<file path="config.mk">
export PLATFORM = sky130hd
export DESIGN_NAME = axis_gatekeeper_mc
export DESIGN_NICKNAME = d
export VERILOG_FILES = /design/src/rtl/axis_gatekeeper_mc_pkg.sv /design/src/rtl/axis_gk_skid.sv /design/src/rtl/axis_gatekeeper_mc.sv
export SDC_FILE = /design/constraint.sdc
export NUM_CORES = 1
export LEC_CHECK = 0
export BUFFER_PORTS_ARGS = -buffer_cell sky130_fd_sc_hd__buf_4
export CORE_ASPECT_RATIO = 1.5
export CORE_MARGIN = 2
export CORE_UTILIZATION = 45
export DETAILED_ROUTE_END_ITERATION = 8
export GPL_TIMING_DRIVEN = 0
export PLACE_DENSITY_LB_ADDON = 0.05
export SLEW_MARGIN = 25
export SYNTH_ARGS = -nofsm -noshare
export SYNTH_HDL_FRONTEND = slang
export SYNTH_SLANG_ARGS = --single-unit
</file>
<file path="constraint.sdc">
create_clock -name aclk -period 3 [get_ports aclk]
set_input_delay 0.3 -clock aclk [delete_from_list [all_inputs] [get_ports aclk]]
set_output_delay 0.3 -clock aclk [all_outputs]
set_load 0.05 [all_outputs]
</file>
<file path="src/rtl/axis_gatekeeper_mc_pkg.sv">
// Shared types and helpers for the multi-channel AXI4-Stream credit gate.
package axis_gatekeeper_mc_pkg;

  localparam int GK_MAX_CHANNELS = 16;

  typedef enum logic [0:0] {
    GK_IDLE = 1'b0,
    GK_PKT  = 1'b1
  } gk_state_t;

  function automatic int gk_dest_width(input int num_channels);
    return (num_channels <= 1) ? 1 : $clog2(num_channels);
  endfunction

  // Optional sideband fields keep a one-bit port when disabled.
  function automatic int gk_width_or_one(input int width);
    return (width < 1) ? 1 : width;
  endfunction

endpackage

</file>
<file path="src/rtl/axis_gk_skid.sv">
// Two-entry register slice: output and ready are flop-driven, one spare entry
// absorbs the beat in flight when the consumer stalls.
module axis_gk_skid #(
  parameter int W = 8
) (
  input  logic         clk,
  input  logic         rst_n,
  input  logic [W-1:0] in_data,
  input  logic         in_valid,
  output logic         in_ready,
  output logic [W-1:0] out_data,
  output logic         out_valid,
  input  logic         out_ready
);

  logic [W-1:0] out_reg;
  logic [W-1:0] skid_reg;
  logic         out_valid_reg;
  logic         skid_valid_reg;
  logic         ready_reg;
  logic         skid_valid_next;
  logic         in_fire;
  logic         load_out;

  assign in_fire  = in_valid && ready_reg;
  assign load_out = out_ready || !out_valid_reg;

  // The spare entry only fills when the output register is blocked.
  assign skid_valid_next = load_out ? 1'b0 : (skid_valid_reg || in_fire);

  always_ff @(posedge clk or negedge rst_n) begin
    if (!rst_n) begin
      out_reg        <= '0;
      skid_reg       <= '0;
      out_valid_reg  <= 1'b0;
      skid_valid_reg <= 1'b0;
      ready_reg      <= 1'b1;
    end else begin
      if (load_out) begin
        if (skid_valid_reg) begin
          out_reg       <= skid_reg;
          out_valid_reg <= 1'b1;
        end else if (in_fire) begin
          out_reg       <= in_data;
          out_valid_reg <= 1'b1;
        end else begin
          out_valid_reg <= 1'b0;
        end
      end else if (in_fire) begin
        skid_reg <= in_data;
      end
      skid_valid_reg <= skid_valid_next;
      ready_reg      <= !skid_valid_next;
    end
  end

  assign in_ready  = ready_reg;
  assign out_data  = out_reg;
  assign out_valid = out_valid_reg;

endmodule

</file>
<file path="src/rtl/axis_gatekeeper_mc.sv">
// Multi-channel AXI4-Stream credit gate with registered output.
// Optional sticky overflow flags: define AXIS_GATEKEEPER_MC_OVF_EN.
module axis_gatekeeper_mc
  import axis_gatekeeper_mc_pkg::*;
#(
  parameter int C_AXIS_DATA_BYTES  = 8,
  parameter int C_AXIS_USE_TKEEP   = 0,
  parameter int C_AXIS_TUSER_WIDTH = 0,
  parameter int C_AXIS_USE_TLAST   = 0,
  parameter int C_NUM_CHANNELS     = 4,
  parameter int C_COUNT_WIDTH      = 9
) (
  input  logic                                            aclk,
  input  logic                                            aresetn,
  input  logic [C_AXIS_DATA_BYTES*8-1:0]                  s_axis_tdata,
  input  logic [C_AXIS_DATA_BYTES-1:0]                    s_axis_tkeep,
  input  logic [gk_width_or_one(C_AXIS_TUSER_WIDTH)-1:0]  s_axis_tuser,
  input  logic                                            s_axis_tlast,
  input  logic [gk_dest_width(C_NUM_CHANNELS)-1:0]        s_axis_tdest,
  input  logic                                            s_axis_tvalid,
  output logic                                            s_axis_tready,
  output logic [C_AXIS_DATA_BYTES*8-1:0]                  m_axis_tdata,
  output logic [C_AXIS_DATA_BYTES-1:0]                    m_axis_tkeep,
  output logic [gk_width_or_one(C_AXIS_TUSER_WIDTH)-1:0]  m_axis_tuser,
  output logic [gk_dest_width(C_NUM_CHANNELS)-1:0]        m_axis_tdest,
  output logic                                            m_axis_tlast,
  output logic                                            m_axis_tvalid,
  input  logic                                            m_axis_tready,
  input  logic [C_NUM_CHANNELS-1:0]                       s_allow,
  output logic [C_NUM_CHANNELS*C_COUNT_WIDTH-1:0]         s_allow_count
`ifdef AXIS_GATEKEEPER_MC_OVF_EN
  ,
  output logic [C_NUM_CHANNELS-1:0]                       s_allow_ovf
`endif
);

  localparam int DBITS     = C_AXIS_DATA_BYTES * 8;
  localparam int KW        = C_AXIS_DATA_BYTES;
  localparam int UW        = gk_width_or_one(C_AXIS_TUSER_WIDTH);
  localparam int DW        = gk_dest_width(C_NUM_CHANNELS);
  localparam int CW        = C_COUNT_WIDTH;
  localparam int PW        = DBITS + KW + UW + DW + 1;
  localparam int DEST_SPAN = 1 << DW;

  localparam logic [0:0]    ST_IDLE   = GK_IDLE;
  localparam logic [0:0]    ST_PKT    = GK_PKT;
  localparam logic [CW-1:0] COUNT_MAX = '1;
  localparam logic [CW-1:0] COUNT_ONE = CW'(1);

  logic [0:0]             state_reg;
  logic [0:0]             state_next;
  logic                   first_beat;
  logic                   eff_last;
  logic                   credit_ok;
  logic                   gate_open;
  logic                   skid_ready;
  logic                   in_fire;
  logic [DEST_SPAN-1:0]   credit_vec;
  logic [C_NUM_CHANNELS-1:0] dec;
  logic [KW-1:0]          keep_in;
  logic [UW-1:0]          user_in;
  logic [PW-1:0]          in_bus;
  logic [PW-1:0]          out_bus;

  // Beat mode treats every beat as a complete packet.
  assign eff_last   = (C_AXIS_USE_TLAST != 0) ? s_axis_tlast : 1'b1;
  assign first_beat = (state_reg == ST_IDLE);
  assign credit_ok  = credit_vec[s_axis_tdest];
  assign gate_open  = !first_beat || credit_ok;

  assign s_axis_tready = skid_ready && gate_open;
  assign in_fire       = s_axis_tvalid && s_axis_tready;

  always_comb begin
    state_next = state_reg;
    if (in_fire) begin
      state_next = eff_last ? ST_IDLE : ST_PKT;
    end
  end

  always_ff @(posedge aclk or negedge aresetn) begin
    if (!aresetn) begin
      state_reg <= ST_IDLE;
    end else begin
      state_reg <= state_next;
    end
  end

  // Out-of-range tdest codes map to padding slots that never hold credit.
  for (genvar gi = 0; gi < DEST_SPAN; gi++) begin : g_chan
    if (gi < C_NUM_CHANNELS) begin : g_real
      logic [CW-1:0] count_reg;

      assign dec[gi] = in_fire && first_beat && (s_axis_tdest == DW'(gi));

      always_ff @(posedge aclk or negedge aresetn) begin
        if (!aresetn) begin
          count_reg <= '0;
        end else if (s_allow[gi] && !dec[gi]) begin
          if (count_reg != COUNT_MAX) begin
            count_reg <= count_reg + COUNT_ONE;
          end
        end else if (dec[gi] && !s_allow[gi]) begin
          count_reg <= count_reg - COUNT_ONE;
        end
      end

      assign credit_vec[gi]            = (count_reg != '0);
      assign s_allow_count[gi*CW +: CW] = count_reg;

`ifdef AXIS_GATEKEEPER_MC_OVF_EN
      logic ovf_reg;

      always_ff @(posedge aclk or negedge aresetn) begin
        if (!aresetn) begin
          ovf_reg <= 1'b0;
        end else if (s_allow[gi] && !dec[gi] && (count_reg == COUNT_MAX)) begin
          ovf_reg <= 1'b1;
        end
      end

      assign s_allow_ovf[gi] = ovf_reg;
`endif
    end else begin : g_pad
      assign credit_vec[gi] = 1'b0;
    end
  end

  assign keep_in = (C_AXIS_USE_TKEEP != 0)   ? s_axis_tkeep : '1;
  assign user_in = (C_AXIS_TUSER_WIDTH > 0)  ? s_axis_tuser : '0;
  assign in_bus  = {s_axis_tdata, keep_in, user_in, s_axis_tdest, eff_last};

  axis_gk_skid #(
    .W(PW)
  ) u_skid (
    .clk      (aclk),
    .rst_n    (aresetn),
    .in_data  (in_bus),
    .in_valid (s_axis_tvalid && gate_open),
    .in_ready (skid_ready),
    .out_data (out_bus),
    .out_valid(m_axis_tvalid),
    .out_ready(m_axis_tready)
  );

  assign {m_axis_tdata, m_axis_tkeep, m_axis_tuser, m_axis_tdest, m_axis_tlast} = out_bus;

endmodule

</file>
==> run metrics <==
status finished, final reports clean; IO Pins 198; Routed WL per cell about 17 um; placed cell count 1216; Routability Congestion 0.806; CTS Buf Count 17; DIE HEIGHT 176 um; endpoints failing setup 0; MaxCap Viol Count 0; GRT Overall Usage 21.2%; Worst R2R Path Depth 12; crit path from g_chan[3].g_real.count_reg[7]; ys flop type dfrtp_1; Tmin final roughly 2.9 ns; H-Tree Depth 4; CP Class reg -> reg; Syn Nets 888; PortBufs ~190; Cell Pwr Density 1020 nW/um^2; Synth area leaders dfrtp_1 49%, mux2i_1 7.8%, mux2_2 7.6%; FF+latch area 4350 um^2; number of flops mapped to enable cells by yosys 0; yosys warns 0; Setup crit end g_chan[1].g_real.count_reg[8]; Iteration-0 DRC Markers about 270; initial antenna violation count 0; Reg-to-Reg End g_chan[1].g_real.count_reg[8]; register area share after synthesis 48.8%; Post-Place Setup Slack -0.258 ns; Most Crowded Layer GR met2; endpoint class of the critical path register; Worst Skew 0.0147 ns; Clock Latency Late Sink 0.43 ns; post-DP HPWL roughly 16 mm; met3 usage 6.43%; Worst Hold Class in -> reg; Max Clock Freq 345 MHz; CP Max Fanout 7; mapped cell area 8870 um^2; CTS tree built; final non-filler cell total 1266; R2R Setup Slk 0.1 ns; worst relative slew slack 47.4%; Area Growth Syn to Fin 32.5%; first-pass GRT wire length 35.3 mm; final net count 1114; design area between 10000 and 15000 um^2; CTS clk-pin slew, worst paths about 0.08 ns; root buffer cell clkbuf_16; Final Hold Viols 0; CORE AREA between 15000 and 20000 um^2; Fillers 1718; Netlist cell types 55; Area after DPL between 10000 and 15000 um^2; grt met1 use 24.1%; Antenna Nets Post-Route 0; layout cell share with drive strength beyond 1 41.0%; Final period util approximately 97%; WL final 21.8 mm; post-synth top area share 48.5%; n_diodes 0; first drt pass iteration count 4; ys async rst share 100%; worst setup margin ~0.099 ns; DR vias between 6000 and 7000; pin count of the biggest net entering global routing 77; RSZ-0062 raised after global routing yes; CP arrival around 3.2 ns; die area roughly 21000 um^2; Placement Rows just over 60; synthesized instance count 772; vias in the first global route just under 7000; area leader, netlist dfrtp_1; Max clock buf depth 2; Multi-input gate area about 4500 um^2; fin. max-slew vios 0; Max rail drop VDD approximately 450 uV; post-DR vias/cell 5.31; Setup crit start kind register; worst-margin pin slew 0.790 ns; clk sinks roughly 170; Mean Syn Cell Area 11.5 um^2; Die Wd 119 um; Pleak 5.11 nW; Worst Path Required 3.31 ns; register bit total from synthesis ~170; grt total ovfl 0; r2r startpoint g_chan[3].g_real.count_reg[7]; Initial Utilization 46.1%; DR DRC count 0; GRT met2 Usage a little under two fifths
## cells in the mapped netlist (2+ instances only)
| master | number |
|---|---|
| o21ai_2 | 19 |
| buf_6 | 3 |
| o21bai_1 | 3 |
| nor4_2 | 2 |
| o21ai_0 | 105 |
| mux2_1 | 29 |
| nand3_1 | 18 |
| a31oi_1 | 2 |
| o21a_1 | 5 |
| xnor2_1 | 19 |
| buf_8 | 2 |
| inv_1 | 20 |
| o2111ai_1 | 4 |
| xor2_1 | 9 |
| mux2i_2 | 2 |
| nand2b_1 | 2 |
| buf_2 | 7 |
| o41a_1 | 2 |
| a211oi_1 | 2 |
| and3_1 | 3 |
| fa_1 | 4 |
| nor2_1 | 28 |
| ha_1 | 28 |
| o31a_1 | 4 |
| buf_4 | 13 |
| nor2b_1 | 7 |
| nand2_1 | 24 |
| clkbuf_1 | 18 |
| dfrtp_1 | 172 |
| nor2_2 | 2 |
| mux2i_1 | 69 |
| nor4_1 | 7 |
| nor3_1 | 16 |
| clkbuf_2 | 3 |
| o31ai_1 | 4 |
| o21ai_1 | 11 |
| mux2_2 | 60 |
| nand4_1 | 6 |
| and4_1 | 2 |
| o211ai_1 | 3 |
| or2_2 | 2 |
| a21oi_1 | 18 |
## timing repair
action,in CTS,in global routing
buffers inserted,6,13
gates cloned,0,0
pin swaps,4,23
resized for setup,24,37
hold buffers,1,0
endpoints found under the setup margin,8,8
hold endpoints to repair,31,0
## power by group
part / internal [mW] / switching [mW] / total, mW
clock network: 1.11 / 1.05 / 2.16
registers: 3.14 / 0.740 / 3.88
logic: 2.38 / 3.57 / 5.96
## layout by cell type (no fill, tap or decap), types with 4 or more instances in the layout
cell       synthesis  routed
a21oi_1           18      16
buf_2              7       7
buf_4             13     216
clkbuf_1          18      18
clkbuf_16          0      17
dfrtp_1          172     154
dfrtp_2            0      18
ha_1              28      17
ha_4               0       9
inv_1             20      19
inv_8              0       6
mux2_1            29      29
mux2_2            60      60
mux2i_1           69      69
nand2_1           24      18
nand3_1           18      14
nand4_1            6       6
nor2_1            28      28
nor2b_1            7       6
nor3_1            16      12
nor3_2             0       4
nor4_4             0       5
o21a_1             5       5
o21ai_0          105     105
o21ai_1           11      11
o21ai_2           19      19
o31a_1             4       4
o31ai_1            4       4
xnor2_1           19      19
xor2_1             9       9
## per-layer routing
| layer | wire [um] | share of wire [%] | vias to the layer above |
|---|---|---|---|
| met2 | 11500 | 53 | 167 |
| met4 | 354 | 1.6 | 0 |
| met1 | 8570 | 39 | 3289 |
| met5 | 0 | 0 | - |
| li1 | - | - | 3244 |
| met3 | 1360 | 6.2 | 28 |
## cell type report
class	count	area share, %
clock buffer	17	3.62
tap	256	2.73
timing repair buffer	208	13.8
sequential	173	37.0
inverter	20	0.660
multi-input combinational	533	38.6
buffer	45	2.28
clock inverter	14	1.28
## metrics by stage
step           hold slack, ns  setup TNS [ns]  power [mW]  utilization, %
6_report               0.0832               0        12.0            61.1
3_3_place_gp            0.439           -1.10        9.40            55.1
5_1_grt                0.0677          -0.181        12.7            61.1
4_1_cts                0.0678               0        11.9            59.6
2_1_floorplan         0.00441               0        7.82               -
3_5_place_dp            0.190           -1.25        9.50            55.5
## worst max-delay path, stage by stage, from the launching register on
cell,delay (ns)
dfrtp_2,0.45
nor4_4,0.35
nand3_4,0.17
and2_4,0.24
nand2_4,0.09
nand2_8,0.09
ha_4,0.26
nor2b_4,0.13
o2111ai_2,0.18
nand3_1,0.11
o41a_1,0.42
mux2i_1,0.15
xnor2_1,0.15
## kinds of logic after synthesis
logic type	count (synthesis)	share of synthesized area [%]
AOI/OAI and AO/OA	188	13.0
xor gates and xnor gates	28	2.77
adders and majority gates	32	4.85
buffers and inverters	66	3.99
DFF	173	48.8
muxes	160	19.4
other	1	0.0423
and+or+nand+nor	124	7.12
## how the worst min path moves through the flow
stage | startpoint | endpoint | slack [ns] | cells past startpoint
final | s_axis_tdata[61] | u_skid.skid_reg[73] | 0.08 | 2
after detailed placement | aresetn | g_chan[3].g_real.count_reg[7] | 0.19 | 1
after global placement | u_skid.skid_reg[11] | u_skid.skid_reg[11] | 0.44 | 2
after CTS | s_axis_tdata[59] | u_skid.skid_reg[71] | 0.07 | 2
after floorplan | aresetn | g_chan[0].g_real.count_reg[0] | 0.004 | 0
after global routing | s_axis_tdata[62] | u_skid.skid_reg[74] | 0.07 | 2
(Power assumes the default switching activity.)
